`src/rtl/app_div_pkg.sv`:
```
// Shared types and constants for the iterative 16/8 approximate divider.
// approx_lvl() gives the number of low row cells that run approximate in a given iteration.
package app_div_pkg;

    localparam int DIVIDEND_W = 16;
    localparam int DIVISOR_W  = 8;
    localparam int ITER_N     = 8;
    localparam int ITER_W     = 3;

    typedef enum logic [1:0] {
        IDLE = 2'd0,
        RUN  = 2'd1,
        DONE = 2'd2
    } state_t;

    // Iteration k uses k approximate LSB cells, capped at approx_max.
    // An exact transaction always uses zero.
    function automatic logic [ITER_W-1:0] approx_lvl(input logic [ITER_W-1:0] iter,
                                                     input logic              app_en,
                                                     input int unsigned       approx_max);
        logic [ITER_W-1:0] cap;
        cap = approx_max[ITER_W-1:0];
        if (!app_en) begin
            return '0;
        end
        if (iter < cap) begin
            return iter;
        end
        return cap;
    endfunction

endpackage

```
`src/rtl/app_div_seq_ctrl_if.sv`:
```
// Operand/result handshake bundle for the iterative divider.
// master = producer/consumer side, slave = divider side.
interface app_div_seq_ctrl_if;
    import app_div_pkg::*;

    logic                  in_valid;
    logic                  in_ready;
    logic [DIVIDEND_W-1:0] x;
    logic [DIVISOR_W-1:0]  y;
    logic                  app_en;
    logic                  out_valid;
    logic                  out_ready;
    logic [DIVISOR_W-1:0]  q;
    logic [DIVISOR_W-1:0]  r;
    logic                  dbz;

    modport master (
        output in_valid, x, y, app_en, out_ready,
        input  in_ready, out_valid, q, r, dbz
    );

    modport slave (
        input  in_valid, x, y, app_en, out_ready,
        output in_ready, out_valid, q, r, dbz
    );

endinterface

```
`src/rtl/app_div_row.sv`:
```
// One restoring-division row: 8 subtract/mux cells with a ripple borrow.
// Cells below lvl use the cheaper approximate equations, the rest are exact.
// The borrow chain is resolved first because every cell's remainder mux
// depends on the row-level quotient bit qs.
module app_div_row
    import app_div_pkg::*;
(
    input  logic [DIVISOR_W:0]   win,
    input  logic [DIVISOR_W-1:0] y,
    input  logic                 bin,
    input  logic [ITER_W-1:0]    lvl,
    output logic                 qs,
    output logic [DIVISOR_W-1:0] rout
);

    logic [DIVISOR_W-1:0] bi_v;
    logic                 bo_top;

    // Borrow ripple, quotient decision, then per-cell remainder select.
    always_comb begin
        logic bc;
        logic a;
        logic b;
        logic apx;
        bi_v   = '0;
        bo_top = 1'b0;
        qs     = 1'b0;
        rout   = '0;
        bc     = bin;
        for (int i = 0; i < DIVISOR_W; i++) begin
            a       = win[i];
            b       = y[i];
            apx     = (i < int'(lvl));
            bi_v[i] = bc;
            if (apx) begin
                bc = bc & (b | ~a);
            end else begin
                bc = (~a & bc) | (~a & b) | (b & bc);
            end
        end
        bo_top = bc;
        qs     = ~bo_top | win[DIVISOR_W];
        for (int i = 0; i < DIVISOR_W; i++) begin
            a   = win[i];
            b   = y[i];
            apx = (i < int'(lvl));
            if (apx) begin
                rout[i] = a | (qs & (b ^ bi_v[i]));
            end else begin
                rout[i] = qs ? (a ^ b ^ bi_v[i]) : a;
            end
        end
    end

endmodule

```
`src/rtl/app_div_seq_ctrl.sv`:
```
// Sequencer for the iterative 16/8 approximate divider: one shared row
// evaluated over 8 cycles, operand/result handshake through app_div_seq_ctrl_if.
// Optional feature macro: DIV_ZERO_CHK_EN (short-circuits y==0 to q=FF, r=x[7:0], dbz=1).
//
// state | meaning
// ------+-----------------------------------------------------------
// IDLE  | in_ready high, waiting for operands
// RUN   | one row per cycle, iter 0..7, quotient MSB first
// DONE  | result held; out_valid rises one cycle after entry, waits for out_ready
module app_div_seq_ctrl
    import app_div_pkg::*;
#(
    parameter int unsigned APPROX_MAX = 7
)
(
    input  logic               clk,
    input  logic               rst_n,
    app_div_seq_ctrl_if.slave  bus
);

    state_t               state;
    logic [ITER_W-1:0]    iter;
    logic [DIVISOR_W:0]   win;
    logic [6:0]           x_sh;
    logic [DIVISOR_W-1:0] y_r;
    logic                 app_r;
    logic [DIVISOR_W-1:0] q_r;
    logic [DIVISOR_W-1:0] r_r;
    logic                 in_ready_r;
    logic                 out_valid_r;

    logic [ITER_W-1:0]    lvl;
    logic                 qs;
    logic [DIVISOR_W-1:0] rout;

    assign lvl = approx_lvl(iter, app_r, APPROX_MAX);

    app_div_row u_row (
        .win  (win),
        .y    (y_r),
        .bin  (1'b0),
        .lvl  (lvl),
        .qs   (qs),
        .rout (rout)
    );

`ifdef DIV_ZERO_CHK_EN
    logic dbz_r;
`endif

    // Controller FSM with iteration counter, datapath registers and handshake outputs.
    always_ff @(posedge clk or negedge rst_n) begin
        if (!rst_n) begin
            state       <= IDLE;
            iter        <= '0;
            win         <= '0;
            x_sh        <= '0;
            y_r         <= '0;
            app_r       <= 1'b0;
            q_r         <= '0;
            r_r         <= '0;
            in_ready_r  <= 1'b1;
            out_valid_r <= 1'b0;
`ifdef DIV_ZERO_CHK_EN
            dbz_r       <= 1'b0;
`endif
        end else begin
            case (state)
                IDLE: begin
                    if (bus.in_valid) begin
                        y_r        <= bus.y;
                        app_r      <= bus.app_en;
                        win        <= bus.x[DIVIDEND_W-1:7];
                        x_sh       <= bus.x[6:0];
                        q_r        <= '0;
                        iter       <= '0;
                        in_ready_r <= 1'b0;
`ifdef DIV_ZERO_CHK_EN
                        if (bus.y == '0) begin
                            q_r   <= '1;
                            r_r   <= bus.x[DIVISOR_W-1:0];
                            dbz_r <= 1'b1;
                            state <= DONE;
                        end else begin
                            dbz_r <= 1'b0;
                            state <= RUN;
                        end
`else
                        state <= RUN;
`endif
                    end
                end
                RUN: begin
                    q_r[ITER_W'(ITER_N - 1) - iter] <= qs;
                    if (iter == ITER_W'(ITER_N - 1)) begin
                        r_r   <= rout;
                        state <= DONE;
                    end else begin
                        win  <= {rout, x_sh[6]};
                        x_sh <= {x_sh[5:0], 1'b0};
                        iter <= iter + 1'b1;
                    end
                end
                DONE: begin
                    if (!out_valid_r) begin
                        out_valid_r <= 1'b1;
                    end else if (bus.out_ready) begin
                        out_valid_r <= 1'b0;
                        in_ready_r  <= 1'b1;
                        state       <= IDLE;
                    end
                end
                default: begin
                    state <= IDLE;
                end
            endcase
        end
    end

    assign bus.in_ready  = in_ready_r;
    assign bus.out_valid = out_valid_r;
    assign bus.q         = q_r;
    assign bus.r         = r_r;
`ifdef DIV_ZERO_CHK_EN
    assign bus.dbz       = dbz_r;
`else
    assign bus.dbz       = 1'b0;
`endif

endmodule

```
`src/flat_wrapper.sv`:
```
// flat-port wrapper written by rule: the top's interface ports become plain ports
module app_div_seq_ctrl_flat import app_div_pkg::*;
#(
    parameter int unsigned APPROX_MAX = 7
)
  (clk, rst_n, bus_in_valid, bus_x, bus_y, bus_app_en, bus_out_ready, bus_in_ready, bus_out_valid, bus_q, bus_r, bus_dbz);
  app_div_seq_ctrl_if bus_i ();
  input  logic clk;
  input  logic rst_n;
  input wire logic [$bits(bus_i.in_valid)-1:0] bus_in_valid;
  input wire logic [$bits(bus_i.x)-1:0] bus_x;
  input wire logic [$bits(bus_i.y)-1:0] bus_y;
  input wire logic [$bits(bus_i.app_en)-1:0] bus_app_en;
  input wire logic [$bits(bus_i.out_ready)-1:0] bus_out_ready;
  output wire logic [$bits(bus_i.in_ready)-1:0] bus_in_ready;
  output wire logic [$bits(bus_i.out_valid)-1:0] bus_out_valid;
  output wire logic [$bits(bus_i.q)-1:0] bus_q;
  output wire logic [$bits(bus_i.r)-1:0] bus_r;
  output wire logic [$bits(bus_i.dbz)-1:0] bus_dbz;
  assign bus_i.in_valid = bus_in_valid;
  assign bus_i.x = bus_x;
  assign bus_i.y = bus_y;
  assign bus_i.app_en = bus_app_en;
  assign bus_i.out_ready = bus_out_ready;
  assign bus_in_ready = bus_i.in_ready;
  assign bus_out_valid = bus_i.out_valid;
  assign bus_q = bus_i.q;
  assign bus_r = bus_i.r;
  assign bus_dbz = bus_i.dbz;
  app_div_seq_ctrl #(.APPROX_MAX(APPROX_MAX)) u_core (.clk(clk), .rst_n(rst_n), .bus(bus_i));
endmodule
```
`config.mk`:
```
export PLATFORM = sky130hd
export DESIGN_NAME = app_div_seq_ctrl_flat
export DESIGN_NICKNAME = d
export VERILOG_FILES = /design/src/rtl/app_div_pkg.sv /design/src/rtl/app_div_seq_ctrl_if.sv /design/src/rtl/app_div_row.sv /design/src/rtl/app_div_seq_ctrl.sv /design/src/flat_wrapper.sv
export SDC_FILE = /design/constraint.sdc
export NUM_CORES = 1
export LEC_CHECK = 0
export CORE_MARGIN = 8
export CORE_UTILIZATION = 50
export CTS_BUF_LIST = sky130_fd_sc_hd__clkbuf_8
export DETAILED_ROUTE_END_ITERATION = 7
export PLACE_DENSITY_LB_ADDON = 0.15
export SYNTH_ARGS = -nofsm -noshare
export SYNTH_HDL_FRONTEND = slang
export SYNTH_SLANG_ARGS = --single-unit
```
`constraint.sdc`:
```
create_clock -name clk -period 6.38 [get_ports clk]
set_input_delay 0.957 -clock clk [delete_from_list [all_inputs] [get_ports clk]]
set_output_delay 0.957 -clock clk [all_outputs]
set_load 0.02 [all_outputs]
```
-- Yosys cells after proc, flatten, opt, wreduce, memory -nomap -nowiden
Index checks and enable logic that the tools add are counted.
- $add $sub $neg: 2
- order comparisons: 10
- equality and inequality tests: 8
- mux-type cells: 53
- bitwise logic cells: 93
- reduce and logical (&&, ||, !) cells: 10
- operator list (cell ; number):
    bitwise AND 1 bit ; 35
    two-way mux 1 bit ; 30
    OR 1 bit ; 28
    bitwise XOR 1 bit ; 21
    two-way mux 3 bit ; 6
    two-way mux 9 bit ; 2
    one-hot mux 9 bit (2 select lines) ; 1
    one-hot mux 8 bit (2 select lines) ; 1
    two-way mux 7 bit ; 2
    one-hot mux 7 bit (2 select lines) ; 1
    < comparator 3 bit, first input constant ; 3
    NOT 1 bit ; 9
    bitwise mux 8 bit ; 1
    two-way mux 2 bit ; 4
    two-way mux 8 bit ; 1
    AND reduction 4 bit ; 2
    < comparator 1 x 3 -> 1 bit, first input constant ; 2
    < comparator 2 x 3 -> 1 bit, first input constant ; 2
    inequality test 2 bit, second input constant ; 3
    one-hot mux 2 bit (3 select lines) ; 1
    one-hot mux 3 bit (2 select lines) ; 1
    AND reduction 2 bit ; 3
    < comparator 3 x 4 -> 1 bit, second input constant ; 1
    inequality test 2 x 1 -> 1 bit, second input constant ; 2
    other kinds (13) ; 14
- register bits: 48
- output and inout bits: 19
- logic and storage cells: 186

-- Depth between registers and ports, before layout
- depth in word-level cells: 41
- gate-level depth with buffers: 22

-- Hierarchy
A second synthesis with hierarchy kept.
- cell total of the unflattened synthesis: 245
- area total of the unflattened synthesis: 2984.1 um2
- modules (own cells, without submodules) (module ; instances ; cells an instance ; area each (um2) ; sequential area each (um2)):
    app_div_seq_ctrl ; 1 ; 163 ; 2299.7 ; 1202.4
    app_div_row ; 1 ; 82 ; 684.4 ; 0.0

-- Worst setup path before layout
Ideal clock, no wire load.
- path kind: register -> register
- start: reg u_core.iter[0]
- end: reg u_core.win[4]
- library setup time: 0.126 ns
- arrival time: 5.282 ns
- data required time: 6.254 ns
- slack: 0.972 ns
- stages on the path, launching flop included: 22
- buffers on the path: 1
- path through: dfrtp_1 -> ha_1 -> ha_1 -> o41ai_2 -> and2_1 -> fa_1 -> and2_1 -> fa_1 -> and2_1 -> fa_1 -> and2_1 -> fa_1 -> and2_1 -> fa_1 -> and2_1 -> fa_1 -> nand2_1 -> fa_1 -> or2_4 -> buf_6 -> a32oi_1 -> a221o_1
- word-level cells in the longest chain between the ends: 41
- ends and longest elaborated chain (element ; RTL line ; RTL):
    start: declaration ; app_div_seq_ctrl.sv:22 ; logic [ITER_W-1:0] iter;
    start signal: assignment ; app_div_seq_ctrl.sv:101 ; iter <= iter + 1'b1;
    < comparator 3 bit ; app_div_pkg.sv:26 ; if (iter < cap) begin
    two-way mux 1 bit (2 in a row) ; app_div_pkg.sv:26 ;
    two-way mux 3 bit ; app_div_pkg.sv:29 ; return cap;
    two-way mux 3 bit ; app_div_pkg.sv:26 ;
    < comparator 1 x 3 -> 1 bit ; app_div_row.sv:33 ; apx = (i < int'(lvl));
    two-way mux 1 bit ; app_div_row.sv:35 ; if (apx) begin
    bitwise AND 1 bit ; app_div_row.sv:38 ; bc = (~a & bc) | (~a & b) | (b & bc);
    OR 1 bit (2 in a row) ; app_div_row.sv:38 ;
    [... 22 more ...] ; n/a ;
    OR 1 bit (2 in a row) ; app_div_row.sv:38 ;
    NOT 1 bit ; app_div_row.sv:42 ; qs = ~bo_top | win[DIVISOR_W];
    OR 1 bit ; app_div_row.sv:42 ;
    bitwise AND 1 bit ; app_div_row.sv:48 ; rout[i] = a | (qs & (b ^ bi_v[i]));
    OR 1 bit ; app_div_row.sv:48 ;
    two-way mux 1 bit ; app_div_row.sv:47 ; if (apx) begin
    two-way mux 9 bit ; app_div_seq_ctrl.sv:95 ; if (iter == ITER_W'(ITER_N - 1)) begin
    one-hot mux 9 bit (2 select lines) ; app_div_seq_ctrl.sv:68 ; case (state)
    end signal: assignment ; app_div_seq_ctrl.sv:73 ; win <= bus.x[DIVIDEND_W-1:7];
    end signal: assignment ; app_div_seq_ctrl.sv:99 ; win <= {rout, x_sh[6]};
    end: declaration ; app_div_seq_ctrl.sv:23 ; logic [DIVISOR_W:0] win;
Parallel ways exist; a longest one is shown, timed or not. The select of a mux whose other input is x is not followed.
A chain may end at the register's enable or synchronous reset.

-- Worst setup path in the final report
- start: reg u_core.iter[0]
- end: reg u_core.win[3]
Same word-level chain as after synthesis.

==> results.yml <==
routing:
  ant_nets: 0
  wirelength_um: 6730
  drtPass1Iterations: 4
  wire_per_inst_um: 17.0
  drtIter0Drc: 103
  drc_errors: 0
  vias: 2213
  vias_per_cell: 5.59
sta:
  final.min_clock_period_ns: 6.03
  finalSetupViolCount: 0
  fin_tns_setup_ns: 0
  max_freq_mhz: 166
  fin_skew_ns: 0.00924
  rsz0062_at_grt: "no"
  timing.slew.headroom_pct: 29.4
  finalHoldViolations: 0
  post-route-period-util_pct: 94.5
  worst_slack_ns: 0.351
  slew_viol_final: 0
  tightest_slew_ns: 1.06
  holdWs_ns: 0.466
logic_synthesis:
  syn-num-nets: 331
  ys_warn_count: 0
  synth_edf_count: 0
  syn-cell-area_um2: 2770
  synthArstFlopShare_pct: 100
  ys_types: 54
  syn_area_per_cell_um2: 9.68
  yosysSeqAreaShare_pct: 43.4
  postSynthCellCount: 286
  synth_seq_cells: 48
  ys.flop_type: "dfrtp_1"
worst_hold_path:
  hp-class: "reg2reg"
  min_to: "u_core.bus.in_ready$_DFFE_PN1P_"
  hold_depth: 2
  min_from: "u_core.bus.in_ready$_DFFE_PN1P_"
place:
  dp_slack_ns: 0.229
  dp_cells: 388
  hpwl_um: 5020
  io_buffer_count: 46
  place.gp.congestion: 0.900
clock_tree:
  clk-insertion-delay-late_ns: 0.31
  holdBufCountCts: 0
  cts_tree: "yes"
  clock_path_buffers: 2
  clk_pin_slew_ns: 0.09
  numCtsBuffers: 5
  htreeDepth: 2
  cts-root-buf: "clkbuf_8"
  cts_sinks: 48
worst_setup_path:
  r2r-start: "u_core.iter[0]$_DFFE_PN0P_"
  r2r_slack_ns: 0.35
  cp_max_fo: 11
  cp.arrival_ns: 6.27
  required_ns: 6.62
  startpoint_type: "register"
  path_class: "reg2reg"
  end_kind: "register"
  rr_endpoint: "u_core.win[3]$_DFFE_PN0P_"
  r2r_cells: 21
power:
  leakage_nw: 1.49
  p_total_mw: 1.79
  power.density_nw_per_um2: 539
  max-vdd-ir-drop_mv: 0.240
job:
  cap_violations: 0
global_routing:
  track_usage_pct: 17.1
  grt_pass1_vias: 2291
  grt_busiest_layer: "met2"
  grt_use_met3_pct: 5.82
  antenna_found_initial: 0
  grt.met1_usage_pct: 20.9
  grt_max_degree: 49
  grt_pass1_wl_um: 11300
  grt-ovfl-total: 0
  use_met2_pct: 27.4
floorplanning:
  die_y_um: 90.4
  row_count: 27
  coreArea_um2: 5440
  floorplan.initialDensity_pct: 50.9
  die_w_um: 90.4
  io_pins: 48
  die_area_um2: 8170
layout:
  fin_nets: 368
  instances_no_fill: 396
  n_fill_cell: 496
  layout-area-overhead-vs-synth_pct: 19.6
  seq_area_um2: 1200
  multi_input_area_um2: 1390
  drive_gt1_share_pct: 7.72
  n_antenna_cell: 0
run_status:
  outcome: "completed"
-- layout make-up --
cell class / count / share of cell area (%)
clock buffers: 6 / 2.49
clock inverters: 2 / 0.340
inverters: 16 / 1.89
multi-input cells: 204 / 42.0
flip-flops and latches: 48 / 36.3
well taps: 72 / 2.72
repair buffers: 48 / 14.2
-- where the power goes --
part / switching (mW) / total, mW / internal [mW]
logic: 0.562 / 1.01 / 0.450
clock network: 0.103 / 0.189 / 0.0866
registers: 0.136 / 0.585 / 0.449
-- cell usage after synthesis (all sizes together), types with 2 or more instances --
cell | n | area [µm²]
a2bb2oi | 5 | 43.8
a21oi | 6 | 30.0
or2 | 2 | 15.0
inv | 16 | 62.6
a32oi | 2 | 17.5
dfrtp | 47 | 1180
a221o | 5 | 50.1
mux2i | 6 | 60.1
o41ai | 2 | 25.0
ha | 9 | 113
o311ai | 2 | 17.5
a21o | 2 | 15.0
and3 | 2 | 12.5
buf | 15 | 101
nand2b | 5 | 31.3
fa | 7 | 140
o31ai | 3 | 22.5
and2 | 7 | 43.8
a31oi | 8 | 50.1
a211oi | 5 | 42.5
nand2 | 52 | 195
a22o | 2 | 17.5
clkbuf | 3 | 11.3
nor2b | 4 | 32.5
nand3 | 5 | 30.0
nor2 | 20 | 85.1
nor3b | 3 | 38.8
o21ai | 25 | 125
mux2 | 5 | 56.3
-- critical path, cell delays in order, from the launching register on --
cell	delay, ns
dfrtp_2	0.48
ha_1	0.18
ha_1	0.30
o41ai_2	0.12
and2_1	0.22
fa_1	0.41
and2_1	0.18
fa_1	0.41
and2_1	0.18
fa_1	0.40
and2_1	0.18
fa_1	0.41
and2_1	0.17
fa_1	0.41
and2_1	0.18
fa_1	0.43
nand2_1	0.10
fa_1	0.29
nor2_2	0.15
a22o_1	0.25
a311oi_1	0.32
a221o_1	0.19
-- layer usage --
layer / vias to the layer above / part of all wire [%] / wire, µm
li1: 1062 / - / -
met1: 1082 / 45 / 3040
met2: 59 / 47 / 3170
met3: 10 / 5.4 / 361
met5: - / 0 / 0
met4: 0 / 2.4 / 159
-- registers in the layout, indices dropped and copies added (netlist names) --
signal	cells
u_core.bus.r	8
u_core.bus.q	8
u_core.app_r	1
u_core.bus.out_valid	1
u_core.y_r	8
u_core.win	9
u_core.bus.in_ready	1
u_core.x_sh	7
u_core.iter	3
u_core.state	2
-- stage by stage --
stage	instance area (µm²)	util (%)
2_1_floorplan	2770	-
3_3_place_gp	3220	59.1
3_5_place_dp	3220	59.1
4_1_cts	3310	60.9
5_1_grt	3310	60.9
6_report	3310	60.9
-- logic make-up (layout without fill, tap and decap cells) --
| kind of cell | Yosys count | count (layout) | share of synthesized area [%] |
|---|---|---|---|
| compound gates | 69 | 69 | 17.2 |
| flops | 48 | 48 | 43.4 |
| simple gates | 107 | 107 | 19.6 |
| buf+inv | 34 | 72 | 6.33 |
| other cells | 1 | 1 | 0.135 |
| mux | 11 | 11 | 4.20 |
| fa+ha+maj | 16 | 16 | 9.13 |
-- cells in the final DEF (no fill, tap or decap), drive strengths merged, types with 2 or more instances in the layout --
| cell | netlist | layout |
|---|---|---|
| a21oi | 6 | 6 |
| nand3 | 5 | 5 |
| nand2b | 5 | 5 |
| a32oi | 2 | 2 |
| mux2 | 5 | 5 |
| fa | 7 | 7 |
| buf | 15 | 3 |
| clkdlybuf4s50 | 0 | 45 |
| nor2b | 4 | 4 |
| and3 | 2 | 2 |
| o41ai | 2 | 2 |
| mux2i | 6 | 6 |
| clkbuf | 3 | 6 |
| ha | 9 | 9 |
| a21o | 2 | 2 |
| o311ai | 2 | 2 |
| o31ai | 3 | 3 |
| a2bb2oi | 5 | 5 |
| o21ai | 25 | 25 |
| a211oi | 5 | 5 |
| inv | 16 | 17 |
| or2 | 2 | 2 |
| dfrtp | 47 | 47 |
| a22o | 2 | 2 |
| and2 | 7 | 7 |
| nor3b | 3 | 3 |
| a31oi | 8 | 8 |
| a221o | 5 | 5 |
| nor2 | 20 | 20 |
| nand2 | 52 | 52 |
-- worst max path at each step --
stage / startpoint / end / slack, ns
floorplan: u_core.iter[0]$_DFFE_PN0P_ / u_core.win[4]$_DFFE_PN0P_ / 0.97
detailed placement: u_core.iter[0]$_DFFE_PN0P_ / u_core.win[3]$_DFFE_PN0P_ / 0.23
finish: u_core.iter[0]$_DFFE_PN0P_ / u_core.win[3]$_DFFE_PN0P_ / 0.35
CTS: u_core.iter[0]$_DFFE_PN0P_ / u_core.win[3]$_DFFE_PN0P_ / 0.24
global route: u_core.iter[0]$_DFFE_PN0P_ / u_core.win[6]$_DFFE_PN0P_ / 0.006
global placement: u_core.iter[0]$_DFFE_PN0P_ / u_core.win[2]$_DFFE_PN0P_ / 0.44
-- timing repair --
| item | 4_1_cts | 5_1_grt |
|---|---|---|
| setup buffers | 0 | 0 |
| setup endpoints to repair | 0 | 8 |
| gates resized for setup | 0 | 1 |
(Power assumes the default switching activity.)
